==> src/rtl/sc_stream_to_binary.sv <==
// sc_stream_to_binary
// Dual-channel stochastic-to-binary converter. It counts the ones on two
// unipolar bitstreams over a window of 2**WIN_LOG valid samples. Each count
// is presented as an unsigned Q0.N fraction. A count equal to the full
// window length saturates to all ones and raises the matching sat flag.
module sc_stream_to_binary #(
    parameter int unsigned N       = 16,
    parameter int unsigned WIN_LOG = 16
) (
    input  logic         clk,
    input  logic         rst_n,
    input  logic         start,
    input  logic         bit_valid,
    input  logic         bit_a,
    input  logic         bit_b,
    output logic         busy,
    output logic         out_valid,
    input  logic         out_ready,
    output logic [N-1:0] a_val,
    output logic [N-1:0] b_val,
    output logic         sat_a,
    output logic         sat_b
);

    typedef enum logic [1:0] {
        IDLE  = 2'd0,
        ACCUM = 2'd1,
        HOLD  = 2'd2
    } state_t;

    localparam logic [WIN_LOG:0] CNT_ZERO = '0;
    localparam logic [WIN_LOG:0] CNT_ONE  = {{WIN_LOG{1'b0}}, 1'b1};
    // Sample index of the final sample in a window (L-1)
    localparam logic [WIN_LOG:0] LAST_SMP = {1'b0, {WIN_LOG{1'b1}}};

    state_t           state_q, state_d;
    logic [WIN_LOG:0] cnt_a_q, cnt_a_d;
    logic [WIN_LOG:0] cnt_b_q, cnt_b_d;
    logic [WIN_LOG:0] smp_q, smp_d;
    logic [N-1:0]     a_val_q, a_val_d;
    logic [N-1:0]     b_val_q, b_val_d;
    logic             sat_a_q, sat_a_d;
    logic             sat_b_q, sat_b_d;

    logic [WIN_LOG:0] sum_a;
    logic [WIN_LOG:0] sum_b;

    // Count c in 0..L becomes c << (N-WIN_LOG); c == L saturates to all ones.
    function automatic logic [N-1:0] to_frac(input logic [WIN_LOG:0] c);
        logic [N-1:0] v;
        v = '0;
        if (c[WIN_LOG]) begin
            v = '1;
        end else begin
            v[N-1 -: WIN_LOG] = c[WIN_LOG-1:0];
        end
        return v;
    endfunction

    // Running counts including the sample presented this cycle, so the
    // final sample can be folded into the result on the same edge.
    always_comb begin
        sum_a = cnt_a_q + {{WIN_LOG{1'b0}}, bit_a};
        sum_b = cnt_b_q + {{WIN_LOG{1'b0}}, bit_b};
    end

    // State register
    always_ff @(posedge clk or negedge rst_n) begin
        if (!rst_n) begin
            state_q <= IDLE;
        end else begin
            state_q <= state_d;
        end
    end

    // Counter and result registers
    always_ff @(posedge clk or negedge rst_n) begin
        if (!rst_n) begin
            cnt_a_q <= '0;
            cnt_b_q <= '0;
            smp_q   <= '0;
            a_val_q <= '0;
            b_val_q <= '0;
            sat_a_q <= 1'b0;
            sat_b_q <= 1'b0;
        end else begin
            cnt_a_q <= cnt_a_d;
            cnt_b_q <= cnt_b_d;
            smp_q   <= smp_d;
            a_val_q <= a_val_d;
            b_val_q <= b_val_d;
            sat_a_q <= sat_a_d;
            sat_b_q <= sat_b_d;
        end
    end

    // Next-state, counter and result-load logic
    always_comb begin
        state_d = state_q;
        cnt_a_d = cnt_a_q;
        cnt_b_d = cnt_b_q;
        smp_d   = smp_q;
        a_val_d = a_val_q;
        b_val_d = b_val_q;
        sat_a_d = sat_a_q;
        sat_b_d = sat_b_q;

        case (state_q)
            IDLE: begin
                if (start) begin
                    state_d = ACCUM;
                    cnt_a_d = CNT_ZERO;
                    cnt_b_d = CNT_ZERO;
                    smp_d   = CNT_ZERO;
                end
            end

            ACCUM: begin
                if (bit_valid) begin
                    cnt_a_d = sum_a;
                    cnt_b_d = sum_b;
                    smp_d   = smp_q + CNT_ONE;
                    if (smp_q == LAST_SMP) begin
                        state_d = HOLD;
                        a_val_d = to_frac(sum_a);
                        b_val_d = to_frac(sum_b);
                        sat_a_d = sum_a[WIN_LOG];
                        sat_b_d = sum_b[WIN_LOG];
                    end
                end
            end

            HOLD: begin
                if (out_ready) begin
                    if (start) begin
                        state_d = ACCUM;
                        cnt_a_d = CNT_ZERO;
                        cnt_b_d = CNT_ZERO;
                        smp_d   = CNT_ZERO;
                    end else begin
                        state_d = IDLE;
                    end
                end
            end

            default: begin
                state_d = IDLE;
            end
        endcase
    end

    assign busy      = (state_q == ACCUM);
    assign out_valid = (state_q == HOLD);
    assign a_val     = a_val_q;
    assign b_val     = b_val_q;
    assign sat_a     = sat_a_q;
    assign sat_b     = sat_b_q;

endmodule

==> config.mk <==
export PLATFORM = sky130hd
export DESIGN_NAME = sc_stream_to_binary
export DESIGN_NICKNAME = d
export VERILOG_FILES = /design/src/rtl/sc_stream_to_binary.sv
export SDC_FILE = /design/constraint.sdc
export NUM_CORES = 1
export LEC_CHECK = 0
export BUFFER_PORTS_ARGS = -buffer_cell sky130_fd_sc_hd__buf_4
export CAP_MARGIN = 20
export CORE_ASPECT_RATIO = 1.2
export CORE_MARGIN = 5
export CORE_UTILIZATION = 59
export CTS_CLUSTER_SIZE = 14
export DETAILED_ROUTE_END_ITERATION = 8
export PLACE_DENSITY = 0.8
export SLEW_MARGIN = 20
export SYNTH_ARGS = -nofsm -noshare
export SYNTH_HDL_FRONTEND = slang
export SYNTH_SLANG_ARGS = --single-unit
export TNS_END_PERCENT = 50
==> constraint.sdc <==
create_clock -name clk -period 2.8 [get_ports clk]
set_clock_uncertainty 0.2 [all_clocks]
set_input_delay 0.7 -clock clk [delete_from_list [all_inputs] [get_ports clk]]
set_output_delay 0.7 -clock clk [all_outputs]
set_load 0.02 [all_outputs]
# Word level (Yosys, flattened, before mapping)
# Cells that the tools add are included.
[word_totals]
out_inout_bits = 36
elab_cells = 43
latch_bits = 0
ff_bits = 87
mem_bits_rw = 0
in_bits = 7
mem_bits_ro = 0
n_memories = 0
[classes]
n_mul = 0
shift = 0
muxes = 20
bitwise_logic = 0
addsub = 3
n_div = 0
n_reduce_logical = 5
n_eq_ne = 7
magnitude_cmp = 0
[ops]
columns = ["operator", "count"]
rows = [
  ["17-bit two-way mux", 9],
  ["17-bit one-hot mux with 3 select lines", 3],
  ["17-bit by 1-bit adder with 17-bit output", 2],
  ["16-bit two-way mux", 2],
  ["17-bit by 1-bit adder with 17-bit output, second input constant", 1],
  ["17-bit by 16-bit equality test with 1-bit output, second input constant", 1],
  ["2-bit two-way mux", 4],
  ["2-bit one-hot mux with 3 select lines", 1],
  ["3-bit AND reduction", 2],
  ["2-bit by 1-bit != test with 1-bit output, second input constant", 2],
  ["2-bit != test, second input constant", 2],
  ["4-bit AND reduction", 1],
  ["3-bit nonzero test", 1],
  ["2-bit by 1-bit equality test with 1-bit output, second input constant", 1],
  ["2-bit equality test, second input constant", 1],
  ["2-bit logical NOT", 1],
  ["1-bit two-way mux", 1],
]

# Longest topological paths before layout
[logic_depth]
depth_word = 4
depth_mapped = 12

# Worst setup path before layout
# No wires, ideal clock.
[synth_path]
path_type = "in2reg"
startpoint = "in bit_b"
endpoint = "reg b_val_q[11] (netlist: b_val[11])"
stages = 8
path_slack_ns = 0.084
t_arrival_ns = 2.393
cell_sequence = "ha_1 > ha_1 > nand2_1 > nor4_4 > and3_4 > mux2i_2 > buf_6 > a21oi_2"
[synth_between]
elab_chain_cells = 2
[synth_lines]
columns = ["item", "line_no", "rtl"]
rows = [
  ["start, declared", "15", "input logic bit_b,"],
  ["17-bit by 1-bit adder with 17-bit output", "64", "sum_b = cnt_b_q + {{WIN_LOG{1'b0}}, bit_b};"],
  ["16-bit two-way mux", "52", "if (c[WIN_LOG]) begin"],
  ["end signal, assigned", "91", "b_val_q <= b_val_d;"],
  ["end, declared", "41", "logic [N-1:0] b_val_q, b_val_d;"],
]
# No other way between the ends.
# A chain may end at the register's enable or synchronous reset.

# Final worst setup path
[layout_path]
startpoint = "reg smp_q[3]"
endpoint = "reg b_val_q[3] (netlist: b_val[3])"
[layout_between]
elab_chain_cells = 2
[layout_lines]
columns = ["item", "line_no", "rtl"]
rows = [
  ["start, declared", "39", "logic [WIN_LOG:0] smp_q, smp_d;"],
  ["start signal, assigned", "89", "smp_q <= smp_d;"],
  ["17-bit by 16-bit equality test with 1-bit output", "123", "if (smp_q == LAST_SMP) begin"],
  ["3-bit AND reduction (no source line)", "--", ""],
]
# No other way between the ends.

==> impl_metrics.env <==
export IMPL_status="completed"
export IMPL_synth_simple_area_share_pct=18.6
export IMPL_vdd_ir_drop_max_mv=0.417
export IMPL_synth_edf_count=0
export IMPL_async_flop_share_pct=100
export IMPL_cts_buffer_depth=2
export IMPL_rsz0062_at_grt="false"
export IMPL_synth_top_area_cell="dfrtp_1"
export IMPL_die_x_microns=89.1
export IMPL_clk_pin_slew_worst_paths_ns=0.09
export IMPL_cp_start_kind="flop"
export IMPL_nets=523
export IMPL_leakage_nw=2.30
export IMPL_core_sq_um=7270
export IMPL_final_seq_area_sq_um=2180
export IMPL_post_synth_top_count_cell="dfrtp_1"
export IMPL_tightest_slew_ns=0.744
export IMPL_synth_seq_cells=87
export IMPL_critPathMaxFanout=17
export IMPL_hold_violations=0
export IMPL_yosys_top_cells_count="87 x dfrtp_1, 57 x nor2_1, 52 x nand2_1, 39 x o21ai_0, 27 x a21oi_1"
export IMPL_syn_area_sq_um=4430
export IMPL_synth_net_count=474
export IMPL_netlist_instances=461
export IMPL_dp_hpwl_microns=6340
export IMPL_placedCellCount=589
export IMPL_grt_antenna_before_repair=0
export IMPL_synthAdderAreaFrac_pct=1.70
export IMPL_initial_core_util_pct=60.9
export IMPL_cts_resized=0
export IMPL_reg2reg_slack_ns=0.34
export IMPL_grt_pass1_vias=3616
export IMPL_fin_cells=605
export IMPL_routed_wl_microns=9300
export IMPL_worstSetupPathType="flop to flop"
export IMPL_io_pins=43
export IMPL_grt_max_degree=48
export IMPL_critPathRequiredTime_ns=2.83
export IMPL_grt_util_all_layers_pct=21.8
export IMPL_fmax_mhz=406
export IMPL_yosysSeqAreaShare_pct=49.2
export IMPL_period_share_pct=88.0
export IMPL_cts_buffers=9
export IMPL_setup_tns_ns=0
export IMPL_synth_top_family_by_area="simple AND/OR/NAND/NOR gates"
export IMPL_dr_pass1_iters=4
export IMPL_critPathArrivalTime_ns=2.50
export IMPL_synth_top_area_share_pct=49.2
export IMPL_fp_dieArea_sq_um=9340
export IMPL_layout_drive_gt1_share_pct=20.2
export IMPL_post_route_min_period_ns=2.46
export IMPL_postCtsSetupRepairBufs=0
export IMPL_root_buffer="clkbuf_8"
export IMPL_drc=0
export IMPL_wl_per_cell_microns=15.4
export IMPL_hold_ws_ns=0.105
export IMPL_diodes=0
export IMPL_cts_tree="yes"
export IMPL_maxCapViolations=0
export IMPL_overflow=0
export IMPL_synth_mux_area_share_pct=0.537
export IMPL_power_density_nw_per_um2=511
export IMPL_final_util_pct=70.5
export IMPL_clk_latency_ns=0.36
export IMPL_portBuffers=42
export IMPL_htree_levels=3
export IMPL_total_power_w=0.00262
export IMPL_num_vias=3484
export IMPL_hold_class="input pin to asynchronous set/reset pin"
export IMPL_multi_input_area_sq_um=2060
export IMPL_synth_xor_area_share_pct=8.11
export IMPL_grt_pass1_wl_microns=16300
export IMPL_fp_dieH_microns=105
export IMPL_initialDrtViolationCount=205
export IMPL_row_count=34
export IMPL_ant_nets=0
export IMPL_slew_headroom_pct=50.4
export IMPL_cts_sinks=87
export IMPL_netlist_top_cells_area="dfrtp_1 49%, nor2_1 4.8%, o21ai_0 4.4%, nand2_1 4.4%, xnor2_1 4.2%"
export IMPL_setup_violations=0
export IMPL_holdBufCountCts=0
export IMPL_synthToLayoutAreaGrowth_pct=15.9
export IMPL_ys_flop_type="dfrtp_1"
export IMPL_drv_slew=0
export IMPL_place_congestion=0.843
export IMPL_synth_warnings=0
export IMPL_yosys_cell_types_count=48
export IMPL_nFillCells=562
export IMPL_synth_compound_area_share_pct=17.7
export IMPL_detail_route_vias_per_cell=5.76
export IMPL_avgSynthCellArea_sq_um=9.60
export IMPL_cp_end_kind="flop"
==> cell usage in the layout, fill, tap and decap left out, drive strengths merged, types with 4 or more instances in the layout <==
cell	n
clkbuf	13
xnor2	21
nand2	52
xor2	20
o22ai	6
a31oi	4
nor3	5
inv	15
and3	5
buf	63
dfrtp	87
nor4	8
o21ai	40
nand4	6
nand3	22
ha	6
o31ai	13
nor2	58
a21o	4
a21oi	45
==> metal layers <==
layer	track usage, %	wire [microns]	part of all wire, %
met1	28.9	4030	43
met2	35.2	4610	50
met3	5.12	518	5.6
met4	7.13	140	1.5
met5	0	0	0
==> power by group <==
group	internal [W]	switching, W	total, W
clock	0.000483	0.000433	0.000917
combinational	0.000115	0.000193	0.000309
sequential	0.00133	0.0000709	0.00140
total	0.00192	0.000698	0.00262
==> worst paths after layout <==
check / from / end / cells after the start
setup reg to reg: smp_q[3]$_DFFE_PN0P_ / b_val[3]$_DFFE_PN0P_ / 10
hold reg to reg: cnt_a_q[16]$_DFFE_PN0P_ / cnt_a_q[16]$_DFFE_PN0P_ / 1
min in group clk: cnt_a_q[16]$_DFFE_PN0P_ / cnt_a_q[16]$_DFFE_PN0P_ / 1
hold / removal: rst_n / b_val[10]$_DFFE_PN0P_ / 1
max in group asynchronous: rst_n / smp_q[16]$_DFFE_PN0P_ / 2
setup / recovery: smp_q[3]$_DFFE_PN0P_ / b_val[3]$_DFFE_PN0P_ / 10
==> sequential cells by signal, summed over array words and instances (netlist names) <==
register / count
cnt_a_q: 17
cnt_b_q: 17
smp_q: 17
a_val: 16
b_val: 16
state_q: 2
sat_a: 1
sat_b: 1
==> critical path: stages (launching register included) <==
cell      delay, ns
dfrtp_1        0.41
nand4_1        0.26
nor2_1         0.24
nand2_1        0.08
nor2_1         0.12
ha_1           0.18
and3_1         0.26
nand2b_1       0.10
mux2i_2        0.21
buf_12         0.20
a21oi_1        0.09
==> stage by stage <==
stage / setup WS [ns] / instance area, sq um
4_1_cts: 0.338 / 5130
5_1_grt: 0.169 / 5130
2_1_floorplan: 0.0845 / 4430
3_3_place_gp: 0.267 / 4920
6_report: 0.336 / 5130
3_5_place_dp: 0.209 / 4920
==> kinds of logic (layout without fill, tap and decap cells) <==
family,count (synthesis),in the layout
flip-flops,87,87
adder cells (fa/ha/maj),6,6
AO/OA/AOI/OAI,116,116
XOR/XNOR,41,41
buffers and inverters,40,94
AND/OR/NAND/NOR,169,169
multiplexers,2,2
==> final cells by class <==
class                      count  share of cell area (%)
clock inverter                 3                   0.780
inverter                      15                    1.10
multi-input combinational    334                    40.2
timing repair buffer          63                    9.95
tap                           90                    2.20
sequential                    87                    42.4
clock buffer                  13                    3.29
No activity file was read; power rests on OpenSTA's default activity.
